File: src/rtl/piso_pkg.sv
// piso_pkg -- shared types and constants for the PISO serializer.
//
// Holds the serializer FSM state type and PARITY_BITS, the number of bits a
// frame carries after its data bits.
//
// Build option: define PISO_PARITY_EN to append one even-parity bit to every
// frame. This adds the PARITY state and the parity helper function. Without
// the macro, neither is present.
package piso_pkg;

`ifdef PISO_PARITY_EN
    localparam int PARITY_BITS = 1;

    typedef enum logic [1:0] {
        IDLE   = 2'd0,
        SHIFT  = 2'd1,
        PARITY = 2'd2
    } piso_state_e;

    // Even parity of a word; narrower words are zero-extended, which leaves the XOR unchanged.
    function automatic logic even_parity(input logic [31:0] word);
        return ^word;
    endfunction
`else
    localparam int PARITY_BITS = 0;

    typedef enum logic {
        IDLE  = 1'b0,
        SHIFT = 1'b1
    } piso_state_e;
`endif

endpackage

File: src/rtl/piso_bit_counter.sv
// piso_bit_counter -- data-bit position counter for the PISO serializer.
//
// count_o is the index of the data bit currently on the serial line.
// term_o flags the final data bit (index WIDTH-1).
//
// Ports:
//   clk      rising-edge clock
//   rst      synchronous active-high reset, clears the count
//   clr_i    reload the count to 0 (a new word is accepted)
//   en_i     advance to the next bit position
//   count_o  current bit index, ceil(log2(WIDTH+1)) bits
//   term_o   count_o == WIDTH-1
module piso_bit_counter #(
    parameter  int WIDTH = 4,
    localparam int CW    = $clog2(WIDTH + 1)
) (
    input  logic          clk,
    input  logic          rst,
    input  logic          clr_i,
    input  logic          en_i,
    output logic [CW-1:0] count_o,
    output logic          term_o
);

    logic [CW-1:0] count_q;

    // Count register: reset and reload take priority over increment.
    always_ff @(posedge clk) begin
        if (rst) begin
            count_q <= {CW{1'b0}};
        end else if (clr_i) begin
            count_q <= {CW{1'b0}};
        end else if (en_i) begin
            count_q <= count_q + {{(CW-1){1'b0}}, 1'b1};
        end else begin
            count_q <= count_q;
        end
    end

    assign count_o = count_q;
    assign term_o  = (count_q == CW'(WIDTH - 1));

endmodule

File: src/rtl/piso_serializer.sv
// piso_serializer -- parallel-in / serial-out serializer with ready/valid input.
//
// A word is accepted on an edge where in_valid and in_ready are both high.
// The first bit appears on the next cycle. One bit is sent per cycle after
// that. A word accepted during a frame's final bit continues the stream with
// no gap.
//
// Build option: define PISO_PARITY_EN to append one even-parity bit per frame.
//
// Ports:
//   clk            rising-edge clock
//   rst            synchronous active-high reset (aborts any frame in flight)
//   data_in        parallel word (WIDTH bits)
//   in_valid       data_in holds a word to transfer
//   in_ready       a word can be accepted this cycle
//   serial_output  registered serial bit
//   bit_valid      serial_output carries a frame bit
//   frame_done     high on the last bit of a frame
module piso_serializer
    import piso_pkg::*;
#(
    parameter int WIDTH     = 4,
    parameter int MSB_FIRST = 1
) (
    input  logic             clk,
    input  logic             rst,
    input  logic [WIDTH-1:0] data_in,
    input  logic             in_valid,
    output logic             in_ready,
    output logic             serial_output,
    output logic             bit_valid,
    output logic             frame_done
);

    localparam int CW = $clog2(WIDTH + 1);

    piso_state_e      state_q, state_d;
    logic [WIDTH-1:0] shreg_q, shreg_d;
    logic             serial_q, serial_d;
    logic             bit_valid_q, bit_valid_d;
    logic             frame_done_q, frame_done_d;
    logic             ready_q, ready_d;

    logic             accept_s;
    logic             load_s;
    logic             cnt_clr_s;
    logic             cnt_en_s;
    logic [CW-1:0]    cnt_s;
    logic             cnt_term_s;

    piso_bit_counter #(.WIDTH(WIDTH)) u_bit_counter (
        .clk     (clk),
        .rst     (rst),
        .clr_i   (cnt_clr_s),
        .en_i    (cnt_en_s),
        .count_o (cnt_s),
        .term_o  (cnt_term_s)
    );

    // ready_q predicts readiness for the coming cycle. Gating it with rst keeps
    // in_ready low during reset and lets it rise immediately when reset is released.
    assign in_ready = ready_q & ~rst;
    assign accept_s = in_valid & in_ready;

`ifdef PISO_PARITY_EN
    logic parity_q;

    // Parity is taken from the whole word at accept time, because the shift register later loses bits.
    always_ff @(posedge clk) begin
        if (rst) begin
            parity_q <= 1'b0;
        end else if (accept_s) begin
            parity_q <= even_parity(32'(data_in));
        end else begin
            parity_q <= parity_q;
        end
    end
`endif

    // Next-state logic. The *_d values describe the cycle after the coming edge.
    always_comb begin
        state_d      = state_q;
        shreg_d      = shreg_q;
        serial_d     = 1'b0;
        bit_valid_d  = 1'b0;
        frame_done_d = 1'b0;
        ready_d      = 1'b0;
        cnt_clr_s    = 1'b0;
        cnt_en_s     = 1'b0;
        load_s       = 1'b0;

        case (state_q)
            IDLE: begin
                ready_d = 1'b1;
                if (accept_s) begin
                    load_s = 1'b1;
                end else begin
                    state_d = IDLE;
                end
            end
            SHIFT: begin
                if (!cnt_term_s) begin
                    // The head bit of shreg_q is on the line now. Shift it out and present the next one.
                    if (MSB_FIRST != 0) begin
                        shreg_d  = {shreg_q[WIDTH-2:0], 1'b0};
                        serial_d = shreg_q[WIDTH-2];
                    end else begin
                        shreg_d  = {1'b0, shreg_q[WIDTH-1:1]};
                        serial_d = shreg_q[1];
                    end
                    bit_valid_d = 1'b1;
                    cnt_en_s    = 1'b1;
                    // The next bit is the frame's last bit only when no parity bit follows.
                    if ((cnt_s == CW'(WIDTH - 2)) && (PARITY_BITS == 0)) begin
                        frame_done_d = 1'b1;
                        ready_d      = 1'b1;
                    end else begin
                        frame_done_d = 1'b0;
                        ready_d      = 1'b0;
                    end
                end else begin
`ifdef PISO_PARITY_EN
                    state_d      = PARITY;
                    serial_d     = parity_q;
                    bit_valid_d  = 1'b1;
                    frame_done_d = 1'b1;
                    ready_d      = 1'b1;
`else
                    state_d = IDLE;
                    ready_d = 1'b1;
                    if (accept_s) begin
                        load_s = 1'b1;
                    end else begin
                        load_s = 1'b0;
                    end
`endif
                end
            end
`ifdef PISO_PARITY_EN
            PARITY: begin
                state_d = IDLE;
                ready_d = 1'b1;
                if (accept_s) begin
                    load_s = 1'b1;
                end else begin
                    load_s = 1'b0;
                end
            end
`endif
            default: begin
                state_d = IDLE;
                ready_d = 1'b1;
            end
        endcase

        // Loading a word overrides the branch results above, so back-to-back frames have no gap.
        if (load_s) begin
            state_d      = SHIFT;
            shreg_d      = data_in;
            serial_d     = (MSB_FIRST != 0) ? data_in[WIDTH-1] : data_in[0];
            bit_valid_d  = 1'b1;
            frame_done_d = 1'b0;
            ready_d      = 1'b0;
            cnt_clr_s    = 1'b1;
        end else begin
            cnt_clr_s = 1'b0;
        end
    end

    // State and output registers.
    always_ff @(posedge clk) begin
        if (rst) begin
            state_q      <= IDLE;
            shreg_q      <= {WIDTH{1'b0}};
            serial_q     <= 1'b0;
            bit_valid_q  <= 1'b0;
            frame_done_q <= 1'b0;
            ready_q      <= 1'b1;
        end else begin
            state_q      <= state_d;
            shreg_q      <= shreg_d;
            serial_q     <= serial_d;
            bit_valid_q  <= bit_valid_d;
            frame_done_q <= frame_done_d;
            ready_q      <= ready_d;
        end
    end

    assign serial_output = serial_q;
    assign bit_valid     = bit_valid_q;
    assign frame_done    = frame_done_q;

endmodule

File: config.mk
export PLATFORM = sky130hd
export DESIGN_NAME = piso_serializer
export DESIGN_NICKNAME = d
export VERILOG_FILES = /design/src/rtl/piso_pkg.sv /design/src/rtl/piso_bit_counter.sv /design/src/rtl/piso_serializer.sv
export SDC_FILE = /design/constraint.sdc
export NUM_CORES = 1
export LEC_CHECK = 0
export CORE_AREA = 2 2 39 41
export CTS_CLUSTER_SIZE = 14
export DETAILED_ROUTE_END_ITERATION = 8
export DIE_AREA = 0 0 41 43
export PLACE_DENSITY = 0.64
export RECOVER_POWER = 100
export SYNTH_ARGS = -nofsm -noshare
export SYNTH_HDL_FRONTEND = slang
export SYNTH_HIERARCHICAL = 1
export SYNTH_SLANG_ARGS = --single-unit
File: constraint.sdc
create_clock -name clk -period 2.9 [get_ports clk]
set_input_delay 0.435 -clock clk [delete_from_list [all_inputs] [get_ports clk]]
set_output_delay 0.435 -clock clk [all_outputs]
set_load 0.1 [all_outputs]
=== After elaboration in Yosys (flattened, before gate mapping) ===
Cells that the tools add are included.

* Word-level logic and storage cells: 38
* Register bits: 11
* Input bits: 7
* Output and inout bits: 4

* Multiplexer cells: 19
* Reduce and logical (&&, ||, !) cells: 4
* Add/sub/neg operators: 1
* Equality and inequality tests: 3
* Bitwise operators: 4

{| class="wikitable"
|+ Operators by type and width
! operator !! count
|-
| 1-bit two-way mux || 13
|-
| 3-bit two-way mux || 3
|-
| 3-bit by 2-bit == test with 1-bit output, second input constant || 2
|-
| 1-bit one-hot mux with 2 select lines || 3
|-
| 4-bit OR reduction || 1
|-
| 3-bit by 1-bit adder with 3-bit output, second input constant || 1
|-
| 1-bit bitwise AND || 2
|-
| 2-bit inequality test, second input constant || 1
|-
| 1-bit inverter || 2
|-
| 2-bit AND reduction || 1
|-
| 2-bit nonzero test || 1
|-
| 2-bit OR reduction || 1
|}

=== Depth between registers and ports, before layout ===
* Word-level depth: 8
* Mapped depth: 6

=== Cells and area by module ===
Netlist, hierarchy kept.

{| class="wikitable"
|+ By module, submodules not included
! module !! cells an instance !! area each (um^2) !! instances !! sequential area each (um^2)
|-
| piso_serializer || 31 || 290.3 || 1 || 140.1
|-
| piso_bit_counter || 12 || 146.4 || 1 || 60.1
|}

=== Worst setup path after synthesis ===
OpenSTA, ideal clock, no wires.

* Kind: input-to-output
* From: in rst
* To: out in_ready
* Setup slack: 0.528 ns
* Stages on the path: 2
* Arrival time: 1.937 ns
* Cells stage by stage: buf_2 -> nor2b_1

* Longest elaborated chain between the ends: 2

{| class="wikitable"
|+ RTL lines
! element !! RTL line !! text
|-
| start, declared || piso_serializer.sv:26 || <nowiki>input logic rst,</nowiki>
|-
| 1-bit inverter || piso_serializer.sv:62 || <nowiki>assign in_ready = ready_q & ~rst;</nowiki>
|-
| 1-bit bitwise AND || piso_serializer.sv:62 ||
|-
| end, declared || piso_serializer.sv:29 || <nowiki>output logic in_ready,</nowiki>
|}

Every way passes these cells.

=== Worst setup path in the final report ===
Same ends and word-level chain as after synthesis.

==> flow_metrics.py <==
metrics = {
    "yosys": {
        "synth_commonest_cells": "dfxtp_1, nor2_1, nand2_1",
        "syn_avg_cell_area_sq_um": 10.2,
        "synth_cells": 43,
        "yosys_register_bits": 10,
        "synth_nets": 52,
        "synth_ff_type": "dfxtp_1",
        "syn_area_sq_um": 437,
        "synth_top_area_share_pct": 45.8,
        "post-synth-top-count-cell": "dfxtp_1",
        "ys_seq_area_share_pct": 45.8,
        "yosysWarningCount": 6,
        "synth.area.top_cells": "dfxtp_1, a311oi_2, ha_1, mux2i_1, nor3_2",
        "yosys.area.top_type": "dfxtp_1",
        "async_flop_share_pct": 0,
        "ys_types": 20,
        "synth_edf_count": 0,
    },
    "placed_design": {
        "dp_cells": 68,
        "routabilityCongestion": 0.701,
        "dpl_cell_area_sq_um": 542,
        "portBuffers": 10,
        "hpwl_um": 556,
    },
    "power_and_ir_drop": {
        "p_per_area_nw_per_um2": 629,
        "peakVddDrop_uv": 273,
        "p_leak_nw": 0.218,
    },
    "floorplanning": {
        "ios": 11,
        "rows": 14,
        "coreArea_sq_um": 1380,
        "die_w_um": 41,
        "dieHeight_um": 43,
        "start_util_pct": 31.6,
        "die-area_sq_um": 1760,
    },
    "sta": {
        "finClkSkew_ps": 3.59,
        "final-setup-viol-count": 0,
        "rsz0062_at_grt": "no",
        "finalMaxSlewViolations": 0,
        "setup_tns_ps": 0,
        "relSlewSlack_pct": 23.1,
        "fin_crit_ps": 2230,
        "fmax_ghz": 0.448,
        "worst_pin_slew_ps": 1160,
        "finalHoldViolCount": 0,
        "min_period_over_period_pct": 77.0,
    },
    "critical_path": {
        "reg2reg_slack_ps": 990,
        "start_kind": "primary input",
        "crit_arrival_ps": 1800,
        "worstSetupPathType": "in -> out",
        "cp-end-kind": "primary output",
        "cp.required_ps": 2470,
        "crit_fanout": 11,
    },
    "route": {
        "firstDrtPassIters": 2,
        "viasPerCell": 4.72,
        "routed_wl_um": 746,
        "routedWlPerCell_um": 10.4,
        "ant_nets": 0,
        "dr_total_vias": 340,
        "drt_iter0_drc": 2,
        "drc": 0,
    },
    "finish": {
        "final_cells": 72,
        "diodes": 0,
        "fillers": 153,
        "drive_gt1_share_pct": 21.4,
        "final_area_sq_um": 557,
        "nNetsFinal": 66,
        "area_delta_synth_final_pct": 27.5,
    },
    "cts": {
        "clockRootBuffer": "clkbuf_4",
        "cts_hold_buffers": 0,
        "cts_tree": "yes",
        "htreeDepth": 1,
        "numClockSinks": 10,
        "cts_resized": 0,
        "cts_inserted_buffers": 3,
        "clock_latency_ps": 260,
        "post_cts_buffers": 0,
        "clockBufferDepth": 2,
        "clkTransAtPathRegs_ps": 60,
    },
    "hold_path": {
        "min_path_type": "reg -> reg",
    },
    "global_routing": {
        "gr-total-overflow": 0,
        "grt_max_degree": 12,
        "first_global_vias": 313,
        "grt_pass1_wl_mm": 1.29,
        "track_usage_pct": 11.6,
        "antenna_found_initial": 0,
    },
    "run_status": {
        "status": "completed",
    },
    "flow_run": {
        "cap_violations": 0,
    },
}
critical path, cell delays in order:
cell,delay (ps)
dlygate4sd3_1,730
nor2b_1,170
clkbuf_2,460
per-layer routing:
layer / part of all wire (%) / track usage, %
met1: 49 / 12.2
met2: 43 / 15.9
met3: 5.6 / 6.28
met4: 2.5 / 10.0
met5: 0 / 0
cells in the final DEF (no fill, tap or decap), drive strengths merged:
cell,instances
nand2,5
nor2b,1
inv,2
nor3,4
mux2i,2
dlygate4sd3,1
a311oi,2
ha,2
a21oi,2
clkdlybuf4s50,5
a2111oi,1
clkbuf,8
nor2,5
nand2b,1
nand4,1
dfxtp,10
nand3,3
xnor2,1
state kept, by name, indices dropped and copies added, names as in the netlist:
name                   cells
shreg_q                    3
u_bit_counter/count_o      3
bit_valid                  1
frame_done                 1
ready_q                    1
serial_output              1
stage by stage:
step | hold slack, ps | power, mW | utilization, % | setup WS (ps)
after floorplan | 432 | 0.215 | - | 528
after global placement | 462 | 0.235 | 39.2 | 854
after detailed placement | 461 | 0.236 | 39.2 | 853
after CTS | 472 | 0.361 | 41.8 | 850
after global routing | 501 | 0.371 | 40.2 | 602
final | 468 | 0.350 | 40.2 | 666
report_power, final:
| group | switching [mW] | internal (mW) | leakage (nW) | total (mW) |
|---|---|---|---|---|
| registers | 0.00736 | 0.148 | 0.0822 | 0.155 |
| logic | 0.0490 | 0.0233 | 0.115 | 0.0722 |
| clock network | 0.0463 | 0.0762 | 0.0210 | 0.122 |
| total | 0.103 | 0.247 | 0.218 | 0.350 |
worst paths after layout:
kind | start | endpoint | cells past startpoint
worst max register to register | u_bit_counter/count_o[0]$_SDFFE_PP0P_ | u_bit_counter/count_o[2]$_SDFFE_PP0P_ | 6
worst max-delay path | rst | in_ready | 3
worst min-delay path | shreg_q[2]$_SDFFE_PP0P_ | serial_output$_SDFF_PP0_ | 2
worst min register to register | shreg_q[2]$_SDFFE_PP0P_ | serial_output$_SDFF_PP0_ | 2
area by class of cell:
class / count / area [sq um] / share of cell area, %
clock buffers: 4 / 36.3 / 6.52
inverters: 2 / 7.51 / 1.35
multi-input cells: 30 / 216 / 38.9
flip-flops and latches: 10 / 200 / 36.0
well taps: 16 / 20.0 / 3.60
repair buffers: 10 / 76.3 / 13.7
cells by family after synthesis:
group           share of synthesized area (%)
simple gates                             25.5
mux                                      4.58
flops                                    45.8
buf+inv                                  2.86
xor+xnor                                 2.01
fa+ha+maj                                5.73
compound gates                           13.5
Power figures use the tool's default switching activity.
